**config.mk**
```make
export PLATFORM = sky130hd
export DESIGN_NAME = div_issue_ctrl
export DESIGN_NICKNAME = d
export VERILOG_FILES = /design/src/rtl/div_issue_ctrl_pkg.sv /design/src/rtl/div_issue_ctrl.sv
export SDC_FILE = /design/constraint.sdc
export NUM_CORES = 1
export LEC_CHECK = 0
export ABC_AREA = 0
export CORE_ASPECT_RATIO = 1.2
export CORE_MARGIN = 2
export CORE_UTILIZATION = 35
export CTS_BUF_LIST = sky130_fd_sc_hd__clkbuf_4
export DETAILED_ROUTE_END_ITERATION = 8
export GPL_ROUTABILITY_DRIVEN = 0
export PLACE_DENSITY = 0.7
export SKIP_LAST_GASP = 1
export SYNTH_ARGS = -nofsm -noshare
export SYNTH_HDL_FRONTEND = slang
export SYNTH_SLANG_ARGS = --single-unit
```
**constraint.sdc**
```tcl
create_clock -name i_clk -period 21.8 [get_ports i_clk]
set_clock_uncertainty 0.05 [all_clocks]
set_input_delay 5.45 -clock i_clk [delete_from_list [all_inputs] [get_ports i_clk]]
set_output_delay 5.45 -clock i_clk [all_outputs]
set_load 0.01 [all_outputs]
```
**src/rtl/div_issue_ctrl_pkg.sv**
```systemverilog
// Shared definitions for the divider issue controller: op codes, FSM states
// and the op-code decode helpers.
package div_issue_ctrl_pkg;

  typedef enum logic [1:0] {
    DIV_OP_DIVS = 2'd0,
    DIV_OP_DIVU = 2'd1,
    DIV_OP_MODS = 2'd2,
    DIV_OP_MODU = 2'd3
  } div_op_e;

  typedef enum logic [1:0] {
    ST_IDLE  = 2'd0,
    ST_HIT   = 2'd1,
    ST_WAIT  = 2'd2,
    ST_ABORT = 2'd3
  } div_state_e;

  function automatic logic op_is_signed(input logic [1:0] op);
    return (op == DIV_OP_DIVS) || (op == DIV_OP_MODS);
  endfunction

  function automatic logic op_sel_rem(input logic [1:0] op);
    return (op == DIV_OP_MODS) || (op == DIV_OP_MODU);
  endfunction

endpackage

```
**src/rtl/div_issue_ctrl.sv**
```systemverilog
// Issues DIV/DIVU/MOD/MODU requests to the multicycle divider, stalls EX until
// the result returns, and keeps a one-entry cache of the last divide.
//
// state    | meaning
// ST_IDLE  | no divide outstanding; accepts a new request
// ST_HIT   | cached result is being returned (result_valid high)
// ST_WAIT  | divide in flight, result wanted by EX
// ST_ABORT | divide in flight for a flushed op; result only fills the cache
module div_issue_ctrl
  import div_issue_ctrl_pkg::*;
#(
  parameter int DATA_WIDTH = 32
) (
  input  logic                  i_clk,
  input  logic                  i_reset,
  input  logic                  i_req_valid,
  input  logic [1:0]            i_req_op,
  input  logic [DATA_WIDTH-1:0] i_req_a,
  input  logic [DATA_WIDTH-1:0] i_req_b,
  input  logic                  i_flush,
  output logic                  o_stall,
  output logic                  o_result_valid,
  output logic [DATA_WIDTH-1:0] o_result,
  output logic [DATA_WIDTH-1:0] o_div_a,
  output logic [DATA_WIDTH-1:0] o_div_b,
  output logic                  o_div_is_signed,
  output logic                  o_div_start,
  input  logic [DATA_WIDTH-1:0] i_div_quotient,
  input  logic [DATA_WIDTH-1:0] i_div_remainder,
  input  logic                  i_div_done
);

  div_state_e r_state;
  div_state_e w_state_nxt;

  logic                  r_result_valid;
  logic [DATA_WIDTH-1:0] r_result;
  logic [DATA_WIDTH-1:0] r_div_a;
  logic [DATA_WIDTH-1:0] r_div_b;
  logic                  r_div_is_signed;
  logic                  r_div_start;
  logic                  r_sel_rem;

  logic                  r_cache_valid;
  logic [DATA_WIDTH-1:0] r_tag_a;
  logic [DATA_WIDTH-1:0] r_tag_b;
  logic                  r_tag_signed;
  logic [DATA_WIDTH-1:0] r_cache_quo;
  logic [DATA_WIDTH-1:0] r_cache_rem;

  logic w_signed;
  logic w_sel_rem;
  logic w_hit;
  logic w_accept;
  logic w_issue;
  logic w_take_hit;
  logic w_fill;
  logic w_deliver;

  assign w_signed  = op_is_signed(i_req_op);
  assign w_sel_rem = op_sel_rem(i_req_op);
  assign w_hit     = r_cache_valid && (r_tag_a == i_req_a) && (r_tag_b == i_req_b)
                     && (r_tag_signed == w_signed);
  // The cycle a result is returned, EX still shows the finishing op; it must
  // not be taken as a new request.
  assign w_accept  = i_req_valid && !i_flush && !r_result_valid;

  always_ff @(posedge i_clk or posedge i_reset) begin
    if (i_reset) r_state <= ST_IDLE;
    else         r_state <= w_state_nxt;
  end

  always_comb begin
    w_state_nxt = r_state;
    w_issue     = 1'b0;
    w_take_hit  = 1'b0;
    w_fill      = 1'b0;
    w_deliver   = 1'b0;
    case (r_state)
      ST_IDLE: begin
        if (w_accept) begin
          if (w_hit) begin
            w_take_hit  = 1'b1;
            w_state_nxt = ST_HIT;
          end else begin
            w_issue     = 1'b1;
            w_state_nxt = ST_WAIT;
          end
        end
      end
      ST_HIT: w_state_nxt = ST_IDLE;
      ST_WAIT: begin
        // A flush landing on the done cycle squashes the result but still caches it.
        if (i_div_done) begin
          w_fill      = 1'b1;
          w_deliver   = !i_flush;
          w_state_nxt = ST_IDLE;
        end else if (i_flush) begin
          w_state_nxt = ST_ABORT;
        end
      end
      ST_ABORT: begin
        if (i_div_done) begin
          w_fill      = 1'b1;
          w_state_nxt = ST_IDLE;
        end
      end
      default: w_state_nxt = ST_IDLE;
    endcase
  end

  always_ff @(posedge i_clk or posedge i_reset) begin
    if (i_reset) begin
      r_result_valid  <= 1'b0;
      r_result        <= '0;
      r_div_a         <= '0;
      r_div_b         <= '0;
      r_div_is_signed <= 1'b0;
      r_div_start     <= 1'b0;
      r_sel_rem       <= 1'b0;
      r_cache_valid   <= 1'b0;
      r_tag_a         <= '0;
      r_tag_b         <= '0;
      r_tag_signed    <= 1'b0;
      r_cache_quo     <= '0;
      r_cache_rem     <= '0;
    end else begin
      r_result_valid <= w_take_hit || w_deliver;
      r_div_start    <= w_issue;
      if (w_issue) begin
        r_div_a         <= i_req_a;
        r_div_b         <= i_req_b;
        r_div_is_signed <= w_signed;
        r_sel_rem       <= w_sel_rem;
      end
      if (w_take_hit)
        r_result <= w_sel_rem ? r_cache_rem : r_cache_quo;
      else if (w_deliver)
        r_result <= r_sel_rem ? i_div_remainder : i_div_quotient;
      // Divider operands stay stable while it runs, so they are the cache tag.
      if (w_fill) begin
        r_cache_valid <= 1'b1;
        r_tag_a       <= r_div_a;
        r_tag_b       <= r_div_b;
        r_tag_signed  <= r_div_is_signed;
        r_cache_quo   <= i_div_quotient;
        r_cache_rem   <= i_div_remainder;
      end
    end
  end

  assign o_stall         = i_req_valid && !r_result_valid && !i_flush && !i_reset;
  assign o_result_valid  = r_result_valid;
  assign o_result        = r_result;
  assign o_div_a         = r_div_a;
  assign o_div_b         = r_div_b;
  assign o_div_is_signed = r_div_is_signed;
  assign o_div_start     = r_div_start;

endmodule

```
**Yosys cells after proc, flatten, opt, wreduce, memory -nomap -nowiden**

Index checks and enable logic that the tools add are counted.

- Equality and inequality tests: 11
- Mux-type cells: 20
- Reductions and logical operators: 19

Operator list:

| kind | number |
|---|---|
| 2-to-1 mux 32 bit | 4 |
| equality test 32 bit | 2 |
| 2-to-1 mux 1 bit | 10 |
| 2-to-1 mux 2 bit | 5 |
| equality test 2 bit, second input constant | 4 |
| logical AND 1 bit | 8 |
| one-hot mux 2 bit (4 select lines) | 1 |
| logical NOT 2 bit | 2 |
| != test 2 bit, second input constant | 2 |
| logical NOT 1 bit | 3 |
| logical OR 1 bit | 3 |
| != test 3 bit, second input constant | 1 |
| AND reduction 3 bit | 1 |
| equality test 2 x 1 -> 1 bit, second input constant | 1 |
| nonzero test 2 bit | 1 |
| OR reduction 2 bit | 1 |
| equality test 1 bit | 1 |

- Flip-flop bits (word level): 232
- Logic and storage cells: 64
- Output and inout bits: 100

**Depth between registers and ports, before layout**

- Word-level depth: 8
- Gate-level depth with buffers: 9
- Depth with buffers taken out: 6

**Worst setup path after synthesis**

No wires, ideal clock.

- Path type: in2out
- Start: input port i_flush
- End: output port o_stall
- Setup slack: 10284 ps
- Path buffers: 0
- Arrival: 6016 ps
- Stages: 2
- Required time: 16300 ps
- Cell sequence: or3b_1 > nor2_1

- Longest elaborated chain between the ends: 3

RTL lines:

| item | line | source |
|---|---|---|
| start, declared | div_issue_ctrl.sv:20 | `input logic i_flush,` |
| logical NOT 1 bit | div_issue_ctrl.sv:152 | `assign o_stall = i_req_valid && !r_result_valid && !i_flush && !i_reset;` |
| logical AND 1 bit (2 in a row) | div_issue_ctrl.sv:152 |  |
| end, declared | div_issue_ctrl.sv:21 | `output logic o_stall,` |

No other way between the ends.

**Worst setup path after layout**

Same ends and word-level chain as after synthesis.

==> metrics.txt <==
# TYPE chip_impl_metric gauge
chip_impl_info{name="outcome",value="complete, no violations"} 1
chip_impl_metric{name="die-width",unit="um"} 170
chip_impl_metric{name="power.density",unit="nW/um^2"} 106
chip_impl_metric{name="grt_pass1_vias",unit=""} 9546
chip_impl_metric{name="final_antenna_net_count",unit=""} 0
chip_impl_metric{name="drt_pre_antenna_iters",unit=""} 4
chip_impl_metric{name="hold_viol_final",unit=""} 0
chip_impl_info{name="cp_common_cell",value="clkdlybuf4s50_1"} 1
chip_impl_metric{name="floorplan.initialDensity",unit=""} 0.356
chip_impl_info{name="yosys_most_used_dff",value="dfrtp_1"} 1
chip_impl_metric{name="synth_seq_cells",unit=""} 232
chip_impl_metric{name="setup_viol",unit=""} 0
chip_impl_metric{name="grt_start_max_net_pins",unit=""} 101
chip_impl_metric{name="core.rowCount",unit=""} 72
chip_impl_metric{name="number_of_antenna_violations_at_the_first_check_in_global_routing",unit=""} 4
chip_impl_metric{name="vias_per_cell",unit=""} 5.49
chip_impl_metric{name="drive_above_1_share",unit=""} 0.197
chip_impl_info{name="critPathKind",value="in -> out"} 1
chip_impl_metric{name="synth.cell_area",unit="um^2"} 11500
chip_impl_metric{name="cts-hold-fix-buffers",unit=""} 0
chip_impl_metric{name="leakage",unit="nW"} 6.01
chip_impl_metric{name="die_area",unit="um^2"} 34400
chip_impl_metric{name="synth_seq_area_share",unit=""} 0.504
chip_impl_metric{name="grt_pass1_wl",unit="um"} 52900
chip_impl_info{name="tritoncts_clock_tree",value="done"} 1
chip_impl_metric{name="worst_pin_slew",unit="ps"} 1140
chip_impl_metric{name="path_max_fanout",unit=""} 3
chip_impl_metric{name="number_of_max_cap_violations",unit=""} 0
chip_impl_metric{name="syn_inst",unit=""} 995
chip_impl_metric{name="top_level_ports",unit=""} 235
chip_impl_metric{name="finalMaxSlewViolations",unit=""} 0
chip_impl_metric{name="gr-total-overflow",unit=""} 0
chip_impl_metric{name="drc",unit=""} 0
chip_impl_metric{name="port-buffer-count",unit=""} 234
chip_impl_metric{name="cts.path.max_buffers",unit=""} 3
chip_impl_metric{name="max_freq",unit="GHz"} 0.0801
chip_impl_metric{name="post-route-util",unit=""} 0.459
chip_impl_metric{name="setup_tns",unit="ps"} 0
chip_impl_metric{name="period_minus_slack",unit="ps"} 12480
chip_impl_metric{name="required_arrival_time_at_the_worst_endpoint",unit="ps"} 16300
chip_impl_metric{name="hpwlAfterDp",unit="um"} 21900
chip_impl_info{name="crit_path_start_kind",value="input pin"} 1
chip_impl_metric{name="synth-edff-count",unit=""} 0
chip_impl_info{name="cp_endpoint_kind",value="output pin"} 1
chip_impl_metric{name="drt_wl_total",unit="um"} 34100
chip_impl_metric{name="critical_path_max_stage_delay",unit="ps"} 530
chip_impl_info{name="post_synth_main_area_contributors",value="dfrtp_1 50%, mux2_2 13%, mux2i_1 8.3%"} 1
chip_impl_metric{name="post_cts_resize_count",unit=""} 0
chip_impl_metric{name="timing.critical_path.buf_inv",unit=""} 2
chip_impl_metric{name="post_drt_wl_per_cell",unit="um"} 20.4
chip_impl_info{name="setup_repair_after_global_routing_missed_its_margin",value="no"} 1
chip_impl_info{name="clockRootBuffer",value="clkbuf_4"} 1
chip_impl_metric{name="synth_cell_types",unit=""} 36
chip_impl_info{name="hold_path_class",value="reg -> reg"} 1
chip_impl_metric{name="cts.sinks",unit=""} 232
chip_impl_metric{name="avgSynthCellArea",unit="um^2"} 11.6
chip_impl_metric{name="drtIter0Drc",unit=""} 600
chip_impl_metric{name="async_flop_share",unit=""} 1.00
chip_impl_metric{name="fin_nets",unit=""} 1356
chip_impl_metric{name="critPathArrivalTime",unit="ps"} 6980
chip_impl_info{name="top_cell_type_by_total_area_after_synthesis",value="dfrtp_1"} 1
chip_impl_metric{name="number_of_filler_instances_in_the_final_layout",unit=""} 3015
chip_impl_info{name="synth.most_common_cell",value="dfrtp_1"} 1
chip_impl_info{name="critical-path-top-delay-family",value="buffers and inverters"} 1
chip_impl_info{name="timing.critical_path.slowest_stage_cell",value="clkdlybuf4s50_1"} 1
chip_impl_metric{name="cts-buffers-inserted",unit=""} 61
chip_impl_metric{name="worst_path_clk_slew",unit="ps"} 60
chip_impl_metric{name="h-tree-depth",unit=""} 2
chip_impl_metric{name="die_h",unit="um"} 203
chip_impl_info{name="path_cells",value="clkdlybuf4s50_1 -> or3b_1 -> nor2_1 -> clkdlybuf4s50_1"} 1
chip_impl_metric{name="insertion_delay",unit="ps"} 750
chip_impl_metric{name="grt_resource_usage_total",unit=""} 0.197
chip_impl_metric{name="proportion_of_netlist_area_held_by_the_largest_area_contributor",unit=""} 0.504
chip_impl_metric{name="area.growth.synth_to_final",unit="%"} 28.8
chip_impl_metric{name="synth_warnings",unit=""} 0
chip_impl_metric{name="cts_setup_buffers",unit=""} 0
chip_impl_metric{name="finalCritPeriodShare",unit=""} 0.572
chip_impl_metric{name="vias",unit=""} 9161
chip_impl_info{name="synth_common_cells",value="232 x dfrtp_1, 129 x mux2_2, 100 x nand2_1, 96 x mux2i_1, 74 x nand4_1"} 1
chip_impl_metric{name="placeable_area",unit="um^2"} 32300
chip_impl_metric{name="post_synth_net_total",unit=""} 1130
chip_impl_metric{name="max-slew-margin-rel",unit=""} 0.241
chip_impl_metric{name="vdd.ir_drop.worst",unit="uV"} 42.3
## cells by family (layout without fill, tap and decap cells)
family / count (synthesis) / in the layout / share of synthesized area
mux: 225 / 225 / 0.210
flops: 232 / 232 / 0.504
xor+xnor: 53 / 53 / 0.0403
other cells: 0 / 3 / 0
buf+inv: 93 / 356 / 0.0366
compound gates: 173 / 173 / 0.113
simple gates: 219 / 219 / 0.0966
## worst paths after layout
path,from,endpoint,slack (ps),depth (start not counted)
worst max-delay path,i_flush,o_stall,9320,4
worst min-delay path,r_cache_valid$_DFFE_PP0P_,r_cache_valid$_DFFE_PP0P_,430,1
worst max register to register,r_tag_b[0]$_DFFE_PP0P_,o_div_a[12]$_DFFE_PP0P_,17890,7
worst min register to register,r_cache_valid$_DFFE_PP0P_,r_cache_valid$_DFFE_PP0P_,430,1
max in group asynchronous,i_reset,o_div_a[9]$_DFFE_PP0P_,15060,3
min in group asynchronous,i_reset,r_state[0]$_DFFE_PP0P_,5220,2
## worst register-to-register path: stages (launching register included)
cell       delay (ps)
dfrtp_1           380
xor2_1            250
nor4_1            590
nand4_1           260
nor2_4            880
buf_4             840
a2bb2oi_1         360
o211ai_1          100
## layout make-up
type                    instances  area [um^2]  area share
repair buffers                247         2430       0.164
well taps                     407          509      0.0343
inverters                       9         41.3     0.00278
flip-flops and latches        232         5810       0.391
clock buffers                  89          668      0.0450
multi-input cells             670         5330       0.359
diodes                          3         7.51    0.000506
clock inverters                11         43.8     0.00295
## layout by cell type (no fill, tap or decap), drive strengths merged
| cell type | netlist | final |
|---|---|---|
| nand2 | 100 | 100 |
| or3 | 3 | 3 |
| nand4 | 74 | 74 |
| and4 | 2 | 2 |
| o211ai | 65 | 65 |
| buf | 27 | 14 |
| xor2 | 25 | 25 |
| a22o | 1 | 1 |
| o21ai | 33 | 33 |
| nor4 | 9 | 9 |
| clkdlybuf4s50 | 0 | 233 |
| a2bb2oi | 65 | 65 |
| o221ai | 1 | 1 |
| o2111ai | 3 | 3 |
| inv | 9 | 11 |
| nand3 | 2 | 2 |
| mux2i | 96 | 96 |
| o21a | 1 | 1 |
| a2111o | 1 | 1 |
| mux2 | 129 | 129 |
| xnor2 | 28 | 28 |
| nand2b | 13 | 13 |
| and3 | 1 | 1 |
| a21oi | 1 | 1 |
| nor3 | 3 | 3 |
| o22ai | 2 | 2 |
| dfrtp | 232 | 232 |
| nor2 | 7 | 7 |
| or3b | 1 | 1 |
| clkbuf | 57 | 89 |
| nor2b | 3 | 3 |
| diode | 0 | 3 |
| or2 | 1 | 1 |
| clkinv | 0 | 9 |
## state kept, by name, summed over array words and instances, names as in the netlist
name             count
o_div_a             32
o_div_b             32
o_result            32
r_cache_quo         32
r_cache_rem         32
r_tag_a             32
r_tag_b             32
r_state              2
o_div_is_signed      1
o_div_start          1
o_result_valid       1
r_cache_valid        1
r_sel_rem            1
r_tag_signed         1
## stage by stage
stage	std cells	area, um^2	setup slack (ps)	power, mW	hold slack, ps
global placement	1565	14100	9330	1.21	399
global route	1667	14800	9270	1.68	455
detailed placement	1565	14100	9330	1.23	415
CTS	1665	14800	9320	1.60	433
finish	1668	14800	9320	1.58	433
floorplan	995	11500	9940	0.974	384
## report_power, final
part	switching (mW)	leakage [nW]	internal, mW
Sequential	0.109	2.69	0.589
Clock	0.177	0.437	0.184
Combinational	0.223	2.88	0.296
## metal layers
metal	vias up	share of wire	GRT usage
met4	4	0.035	0.0827
met2	324	0.49	0.333
met5	-	0.00079	0
met3	74	0.072	0.0552
li1	4176	-	-
met1	4583	0.41	0.235
(Power assumes the default switching activity.)
